File: src/rtl/trigger_pkg.sv
// Shared types and constants for the burst trigger sequencer.
package trigger_pkg;

    localparam int CNT_W_DEFAULT = 32;
    localparam int NUM_W_DEFAULT = 16;
    localparam int MIN_WIDTH     = 1;

    typedef enum logic [2:0] {
        ST_IDLE  = 3'd0,
        ST_DELAY = 3'd1,
        ST_HIGH  = 3'd2,
        ST_LOW   = 3'd3,
        ST_DONE  = 3'd4
    } state_e;

endpackage

File: src/rtl/trigger_phase_cnt.sv
// Phase counter shared by the DELAY, HIGH and LOW phases; match flags the last cycle of a phase.
module trigger_phase_cnt #(
    parameter int CNT_W = 32
) (
    input  logic             clk,
    input  logic             rst,
    input  logic             clear,
    input  logic             enable,
    input  logic [CNT_W-1:0] terminal,
    output logic [CNT_W-1:0] count,
    output logic             match
);

    localparam logic [CNT_W-1:0] ONE = CNT_W'(1);

    logic [CNT_W-1:0] count_q;
    logic [CNT_W-1:0] count_d;

    always_comb begin
        count_d = count_q;
        if (clear) begin
            count_d = '0;
        end else if (enable) begin
            count_d = count_q + ONE;
        end
    end

    always_ff @(posedge clk or negedge rst) begin
        if (!rst) begin
            count_q <= '0;
        end else begin
            count_q <= count_d;
        end
    end

    assign count = count_q;
    assign match = (count_q == terminal);

endmodule

File: src/rtl/trigger_sequencer.sv
// Programmable burst trigger: optional start delay, then cfg_num pulses of programmable width and period.
module trigger_sequencer
    import trigger_pkg::*;
#(
    parameter int CNT_W = CNT_W_DEFAULT,
    parameter int NUM_W = NUM_W_DEFAULT
) (
    input  logic             clk,
    input  logic             rst,
    input  logic             start,
    input  logic             abort,
    input  logic [CNT_W-1:0] cfg_delay,
    input  logic [CNT_W-1:0] cfg_width,
    input  logic [CNT_W-1:0] cfg_period,
    input  logic [NUM_W-1:0] cfg_num,
    output logic             tx,
    output logic             busy,
    output logic             done,
    output logic [NUM_W-1:0] pulse_idx
);

    localparam logic [CNT_W-1:0] ONE_CNT   = CNT_W'(1);
    localparam logic [CNT_W-1:0] MIN_W_CNT = CNT_W'(MIN_WIDTH);
    localparam logic [NUM_W-1:0] ONE_NUM   = NUM_W'(1);

    state_e           state_q, state_d;
    logic [CNT_W-1:0] delay_q, delay_d;
    logic [CNT_W-1:0] width_q, width_d;
    logic [CNT_W-1:0] low_q, low_d;
    logic [NUM_W-1:0] num_q, num_d;
    logic [NUM_W-1:0] idx_q, idx_d;
    logic             tx_q, tx_d;
    logic             busy_q, busy_d;
    logic             done_q, done_d;

    logic [CNT_W-1:0] eff_width;
    logic [CNT_W-1:0] eff_low;
    logic             cnt_clear;
    logic             cnt_en;
    logic [CNT_W-1:0] cnt_terminal;
    logic [CNT_W-1:0] phase_count;
    logic             phase_match;

    // period > w is the same test as max(period, w+1) done at CNT_W+1 bits, without ever forming w+1
    always_comb begin
        eff_width = (cfg_width < MIN_W_CNT) ? MIN_W_CNT : cfg_width;
        eff_low   = (cfg_period > eff_width) ? (cfg_period - eff_width) : ONE_CNT;
    end

    always_comb begin
        unique case (state_q)
            ST_DELAY: cnt_terminal = delay_q - ONE_CNT;
            ST_HIGH:  cnt_terminal = width_q - ONE_CNT;
            ST_LOW:   cnt_terminal = low_q - ONE_CNT;
            default:  cnt_terminal = '0;
        endcase
    end

    trigger_phase_cnt #(
        .CNT_W (CNT_W)
    ) u_phase_cnt (
        .clk      (clk),
        .rst      (rst),
        .clear    (cnt_clear),
        .enable   (cnt_en),
        .terminal (cnt_terminal),
        .count    (phase_count),
        .match    (phase_match)
    );

    always_ff @(posedge clk or negedge rst) begin
        if (!rst) begin
            state_q <= ST_IDLE;
            delay_q <= '0;
            width_q <= '0;
            low_q   <= '0;
            num_q   <= '0;
            idx_q   <= '0;
            tx_q    <= 1'b0;
            busy_q  <= 1'b0;
            done_q  <= 1'b0;
        end else begin
            state_q <= state_d;
            delay_q <= delay_d;
            width_q <= width_d;
            low_q   <= low_d;
            num_q   <= num_d;
            idx_q   <= idx_d;
            tx_q    <= tx_d;
            busy_q  <= busy_d;
            done_q  <= done_d;
        end
    end

    always_comb begin
        state_d   = state_q;
        delay_d   = delay_q;
        width_d   = width_q;
        low_d     = low_q;
        num_d     = num_q;
        idx_d     = idx_q;
        cnt_clear = 1'b0;
        cnt_en    = 1'b0;
        if (state_q != ST_IDLE && abort) begin
            state_d   = ST_IDLE;
            cnt_clear = 1'b1;
        end else begin
            unique case (state_q)
                ST_IDLE: begin
                    cnt_clear = 1'b1;
                    if (start && !abort) begin
                        delay_d = cfg_delay;
                        width_d = eff_width;
                        low_d   = eff_low;
                        num_d   = cfg_num;
                        idx_d   = '0;
                        if (cfg_num == '0) begin
                            state_d = ST_DONE;
                        end else if (cfg_delay == '0) begin
                            state_d = ST_HIGH;
                        end else begin
                            state_d = ST_DELAY;
                        end
                    end
                end
                ST_DELAY: begin
                    if (phase_match) begin
                        state_d   = ST_HIGH;
                        cnt_clear = 1'b1;
                    end else begin
                        cnt_en = 1'b1;
                    end
                end
                ST_HIGH: begin
                    if (phase_match) begin
                        cnt_clear = 1'b1;
                        state_d   = (idx_q == num_q - ONE_NUM) ? ST_DONE : ST_LOW;
                    end else begin
                        cnt_en = 1'b1;
                    end
                end
                ST_LOW: begin
                    if (phase_match) begin
                        state_d   = ST_HIGH;
                        idx_d     = idx_q + ONE_NUM;
                        cnt_clear = 1'b1;
                    end else begin
                        cnt_en = 1'b1;
                    end
                end
                ST_DONE: begin
                    state_d   = ST_IDLE;
                    cnt_clear = 1'b1;
                end
                default: begin
                    state_d   = ST_IDLE;
                    cnt_clear = 1'b1;
                end
            endcase
        end
    end

    // Outputs are decoded from the next state so they change on the same edge as the state register
    always_comb begin
        tx_d   = (state_d == ST_HIGH);
        busy_d = (state_d != ST_IDLE);
        done_d = (state_d == ST_DONE);
    end

    assign tx        = tx_q;
    assign busy      = busy_q;
    assign done      = done_q;
    assign pulse_idx = idx_q;

    phase_count_in_range: assert property (
        @(posedge clk) disable iff (!rst)
        (state_q inside {ST_DELAY, ST_HIGH, ST_LOW}) |-> (phase_count <= cnt_terminal)
    );

endmodule

File: config.mk
export PLATFORM = sky130hd
export DESIGN_NAME = trigger_sequencer
export DESIGN_NICKNAME = d
export VERILOG_FILES = /design/src/rtl/trigger_pkg.sv /design/src/rtl/trigger_phase_cnt.sv /design/src/rtl/trigger_sequencer.sv
export SDC_FILE = /design/constraint.sdc
export NUM_CORES = 1
export LEC_CHECK = 0
export ABC_AREA = 0
export CAP_MARGIN = 20
export CORE_MARGIN = 1.5
export CORE_UTILIZATION = 55
export CTS_CLUSTER_DIAMETER = 200
export DETAILED_ROUTE_END_ITERATION = 6
export PLACE_DENSITY_LB_ADDON = 0.05
export SYNTH_ARGS = -nofsm -noshare
export SYNTH_HDL_FRONTEND = slang
export SYNTH_SLANG_ARGS = --single-unit
File: constraint.sdc
create_clock -name clk -period 10.6 [get_ports clk]
set_input_delay 3.18 -clock clk [delete_from_list [all_inputs] [get_ports clk]]
set_output_delay 3.18 -clock clk [all_outputs]
set_load 0.01 [all_outputs]
==> Word-level counts from Yosys, hierarchy flattened <==
Index checks and enable logic that the tools add are counted.
{ "word_totals": {"in_bits": 116, "word_cells": 65, "register_bits": 166, "output_inout_bits": 19} }
{ "op_classes": {"muxes": 22, "n_reduce_logical": 14, "order_cmp": 2, "n_bitwise": 1, "n_addsub": 7, "n_eq_ne": 9} }
{ "op_table": {"columns": ["op", "n"], "rows": [
  ["$mux 32", 4],
  ["$pmux 32 s3", 1],
  ["$sub 32x1->32 const B", 3],
  ["$add 32x1->32 const B", 1],
  ["$eq 32x32->1", 1],
  ["$gt 32x32->1", 1],
  ["$logic_not 32->1", 1],
  ["$lt 32x1->1 const B", 1],
  ["$mux 16", 2],
  ["$pmux 16 s2", 1],
  ["$sub 32x32->32", 1],
  ["$mux 3", 6],
  ["$add 16x1->16 const B", 1],
  ["$eq 16x16->1", 1],
  ["$logic_not 16->1", 1],
  ["$sub 16x1->16 const B", 1],
  ["$eq 3x2->1 const B", 3],
  ["$pmux 3 s3", 1],
  ["$mux 1", 6],
  ["$reduce_bool 3->1", 2],
  ["$ne 2x2->1 const B", 2],
  ["$reduce_and 4->1", 1],
  ["$reduce_bool 2->1", 2],
  ["$eq 3x1->1 const B", 1],
  ["9 further kinds", 10]
]} }

==> Depth between registers and ports, before layout <==
{ "depth": {"depth_word": 8, "ltp_mapped": 19, "depth_no_buf": 18} }

==> Cells and area by module <==
A second synthesis with hierarchy kept.
{ "unflattened": {"cells_unflattened": 1356, "area_unflattened_um2": 11307.1} }
{ "by_module_without_submodules": {"columns": ["module", "cells_per_inst", "n_inst", "area_per_inst_um2"], "rows": [
  ["trigger_sequencer", 1124, 1, 9120.0],
  ["trigger_phase_cnt", 232, 1, 2187.1]
]} }

==> Worst setup path after synthesis <==
No wires, ideal clock.
{ "synth_path": {"kind": "input to register", "startpoint": "in cfg_width[14]", "endpoint": "reg low_q[30]", "setup_ps": 121, "required_time_ps": 10479, "slack_ps": 3800, "t_arrival_ps": 6679, "path_stages": 18, "cell_sequence": "nor4_1 nand4_1 o21bai_1 ha_1 inv_1 fa_1 a21o_1 a21o_1 a221oi_1 o221ai_1 o21a_1 o21ai_0 a31oi_1 o31ai_1 a21oi_1 a21oi_1 xnor2_1 a22o_1"} }
{ "synth_via": {"elab_chain_len": 4, "elab_cells_between_ends": 5, "cone_classes": "add/sub: 1; order compare: 2; mux: 2"} }
{ "synth_rtl": {"columns": ["element", "line", "source"], "rows": [
  ["from (decl)", "trigger_sequencer.sv:13", "input logic [CNT_W-1:0] cfg_width,"],
  ["$lt 32x1->1 (*)", "trigger_sequencer.sv:46", "eff_width = (cfg_width < MIN_W_CNT) ? MIN_W_CNT : cfg_width;"],
  ["$mux 32 (*)", "trigger_sequencer.sv:46", null],
  ["via eff_width[0]", "trigger_sequencer.sv:36", "logic [CNT_W-1:0] eff_width;"],
  ["$sub 32x32->32 or $gt 32x32->1 (tied branches)", "trigger_sequencer.sv:47", "eff_low = (cfg_period > eff_width) ? (cfg_period - eff_width) : ONE_CNT;"],
  ["$mux 32 (*)", "trigger_sequencer.sv:47", null],
  ["to (signal assigned)", "trigger_sequencer.sv:86", "low_q <= low_d;"],
  ["to (decl)", "trigger_sequencer.sv:29", "logic [CNT_W-1:0] low_q, low_d;"]
]} }
The timed path passes the listed nets; every way through them passes the cells marked *.
A chain may end at the register's enable or synchronous reset.

==> Final worst setup path <==
{ "layout_path": {"startpoint": "in cfg_width[4]", "endpoint": "reg low_q[30]"} }
Same word-level chain as after synthesis.

==> metrics.txt <==
status=complete, no violations; hpwl dp=23000 um; initial antenna violation count=0; CP max stage delay=roughly 0.55 ns; net switching power figure=between 1 and 1.5 mW; Crit-path slowest cell=nor4_1; final hold slack=between 0.4 and 0.5 ns; grt ovf=0; Distinct cells, synth=between 70 and 80; Slew HR=0.303; core area=20300 um2; final cell count without fillers=1716; Crit Path Category=input port to flip-flop; WP data required=10.93 ns; Top FF cell, synth=dfrtp_1; Tot Pwr=2.97 mW; leakage=approximately 6 nW; Post-Synthesis Cells=~1300; clk_lat worst skew=approximately 0.43 ns; RePlAce Congestion=approximately 0.95; die height=147 um; worst slew pin tran=around 1.0 ns; CP max FO=3; placed cell count=1683; DRT Pass-1 Iters=5; number of buffers added on ports=between 100 and 150; final period utilization=0.736; Vias=10100; PD cells=220 nW/um2; Synth async-reset ratio=1.00; H-Tree Depth=4; synth warn=0; Internal=around 1.8 mW; Fmax=between 0.1 and 0.15 GHz; count of final setup violators=0; final hold vios=0; register area share after synthesis=0.363; MaxCap Viol Count=0; worst path cell trace=clkdlybuf4s50_1, nor4_1, nand4_1, o21bai_1, ha_1, inv_1, fa_1, a21o_1, a21o_1, a221oi_1, o221ai_1, o21a_1, o21ai_0, a31oi_1, o31ai_1, a21oi_1, a21oi_1, xnor2_1, a22o_1; flops & latches, synth=about 170; Vias per Instance=just under 6; drt wl/cell=18.0 um; CP delay by family, top=compound AO/OA/AOI/OAI gates; layout cell share with drive strength beyond 1=0.0719; largest net degree at the start of global routing=104; total nets after synthesis=1484; Hold Buf Count CTS=0; Initial Utilization=0.564; clk slew on worst S/H paths=roughly 0.08 ns; worst IR drop on VDD=approximately 0.095 mV; R2R Path End=pulse_idx[14]; reg2reg path depth=13; die area=21700 um2; Setup crit end kind=flip-flop; Worst EP arrival=just over 8 ns; root buffer cell=clkbuf_16; hold_sp=delay_q[30]; WL final=30900 um; Flop pwr share=0.332; setup TNS=0 ns; RR Startpoint=state_q[2]; r2r setup slk=~4.9 ns; DR DRC count=0; min Tclk post-route=7.80 ns; Post-Syn Area per Cell=8.60 um2; Iter 0 DRT Violations=817; Hold EP=delay_q[30]; GRT Total Usage=0.293; Site Rows=52; Clock power frac=0.217; vias in the first global route=~9600; post-route ant nets=0; Layout Utilization=0.667; Post-CTS Setup Inserts=0; # resized after CTS=0; startpoint types=input port; Worst Hold Depth=2; Clock Path Buffers=2; Comb power frac=0.452; first-pass GRT wire length=50300 um; CTS tree=done; # IOs=135; Mapped Area=roughly 11000 um2; EDFF count, synth=0; Die Span X=around 150 um; # clock sinks=166; fraction of power spent switching nets=0.407; Worst Clk Skew=0.0113 ns; nets=1587; Area Overhead vs Synth=18.3%; final slew viol count=0; hold crit path type=flip-flop to flip-flop; WP buf/inv=2; Ant. Diodes=0; CTS buffer count=17; RSZ-0062 raised after global routing=no
layer usage:
layer / global-route usage / part of all wire / routed length, um / vias up
met2: 0.468 / 0.47 / 14400 / 336
li1: - / - / - / 4943
met3: 0.0416 / 0.053 / 1650 / 38
met1: 0.415 / 0.46 / 14300 / 4826
met4: 0.0845 / 0.018 / 542 / 0
met5: 0 / 0 / 0 / -
sequential cells by signal, summed over array words and instances, names as in the netlist:
name               cells
low_q                 32
busy                   1
u_phase_cnt.count     32
pulse_idx             16
state_q                3
tx                     1
delay_q               32
width_q               32
num_q                 16
done                   1
synth_stat cells (all sizes together) (30+ instances only):
library cell / n / area (um2)
a21o: 32 / 240
dfrtp: 166 / 4150
nand3: 42 / 210
ha: 36 / 450
a21oi: 53 / 265
mux2: 36 / 405
nor4: 30 / 233
nand2: 242 / 908
xor2: 37 / 324
mux2i: 40 / 434
o21ai: 83 / 415
clkbuf: 37 / 139
xnor2: 58 / 508
nand4: 31 / 228
inv: 56 / 210
nor2: 92 / 345
placed cells by master, fill, tap and decap left out, drive strengths merged, types with 8 or more instances in the layout:
cell / count
and2: 11
nand2: 242
a21o: 32
dfrtp: 166
a21oi: 53
a22o: 27
nor4: 30
xor2: 37
mux2: 36
nor3: 22
xnor2: 58
clkbuf: 17
inv: 68
or3: 17
nor2: 92
and3: 12
nand2b: 12
ha: 36
buf: 11
o21ai: 83
nand3: 42
or4: 14
o211ai: 13
and4: 8
a31oi: 14
clkdlybuf4s50: 133
nand4: 31
mux2i: 40
worst max-delay path by stage:
| stage | startpoint | end | slack (ns) | cells past startpoint |
|---|---|---|---|---|
| 2_1_floorplan | cfg_width[14] | low_q[30] | 3.80 | 18 |
| 3_3_place_gp | cfg_width[5] | low_q[30] | 2.50 | 19 |
| 3_5_place_dp | cfg_width[5] | low_q[30] | 2.37 | 19 |
| 4_1_cts | cfg_width[5] | low_q[30] | 2.82 | 19 |
| 5_1_grt | cfg_width[5] | low_q[30] | 2.45 | 19 |
| 6_report | cfg_width[4] | low_q[30] | 2.80 | 19 |
final cells by class:
cell class,count,area (um2)
Clock buffer,17,425
Clock inverter,14,178
Fill cell,1718,6760
Inverter,56,210
Tap cell,270,338
Timing Repair Buffer,144,1440
Sequential cell,166,4150
Multi-Input combinational cell,1049,6800
worst reg2reg max path, delay by kind of cell (launching register included):
kind                   cells  cell delay (ns)
multiplexers               1             0.63
flip-flops                 1             0.49
XOR/XNOR                   1             0.23
AND/OR/NAND/NOR            8             2.94
AO/OA/AOI/OAI              2             0.79
buffers and inverters      1             0.57
through the flow:
stage	area, um2	setup WS [ns]
floorplan	11400	3.80
global placement	12900	2.50
detailed placement	12900	2.37
CTS	13500	2.82
global route	13500	2.45
finish	13500	2.80
cell families (layout without fill, tap and decap cells):
logic type	Yosys count	after routing	share of synthesized area
compound gates	285	285	0.164
buf+inv	116	231	0.0448
xor+xnor	98	98	0.0786
simple gates	553	553	0.235
fa+ha+maj	37	37	0.0411
mux	76	76	0.0734
flops	166	166	0.363
power groups by stage:
stage | clock, mW | sequential, mW | combinational [mW]
floorplan | 0 | 0.943 | 1.01
global placement | 0 | 0.985 | 1.29
detailed placement | 0 | 0.991 | 1.31
CTS | 0.654 | 0.984 | 1.32
global route | 0.679 | 1.01 | 1.49
finish | 0.644 | 0.986 | 1.34
Power figures use the tool's default switching activity.
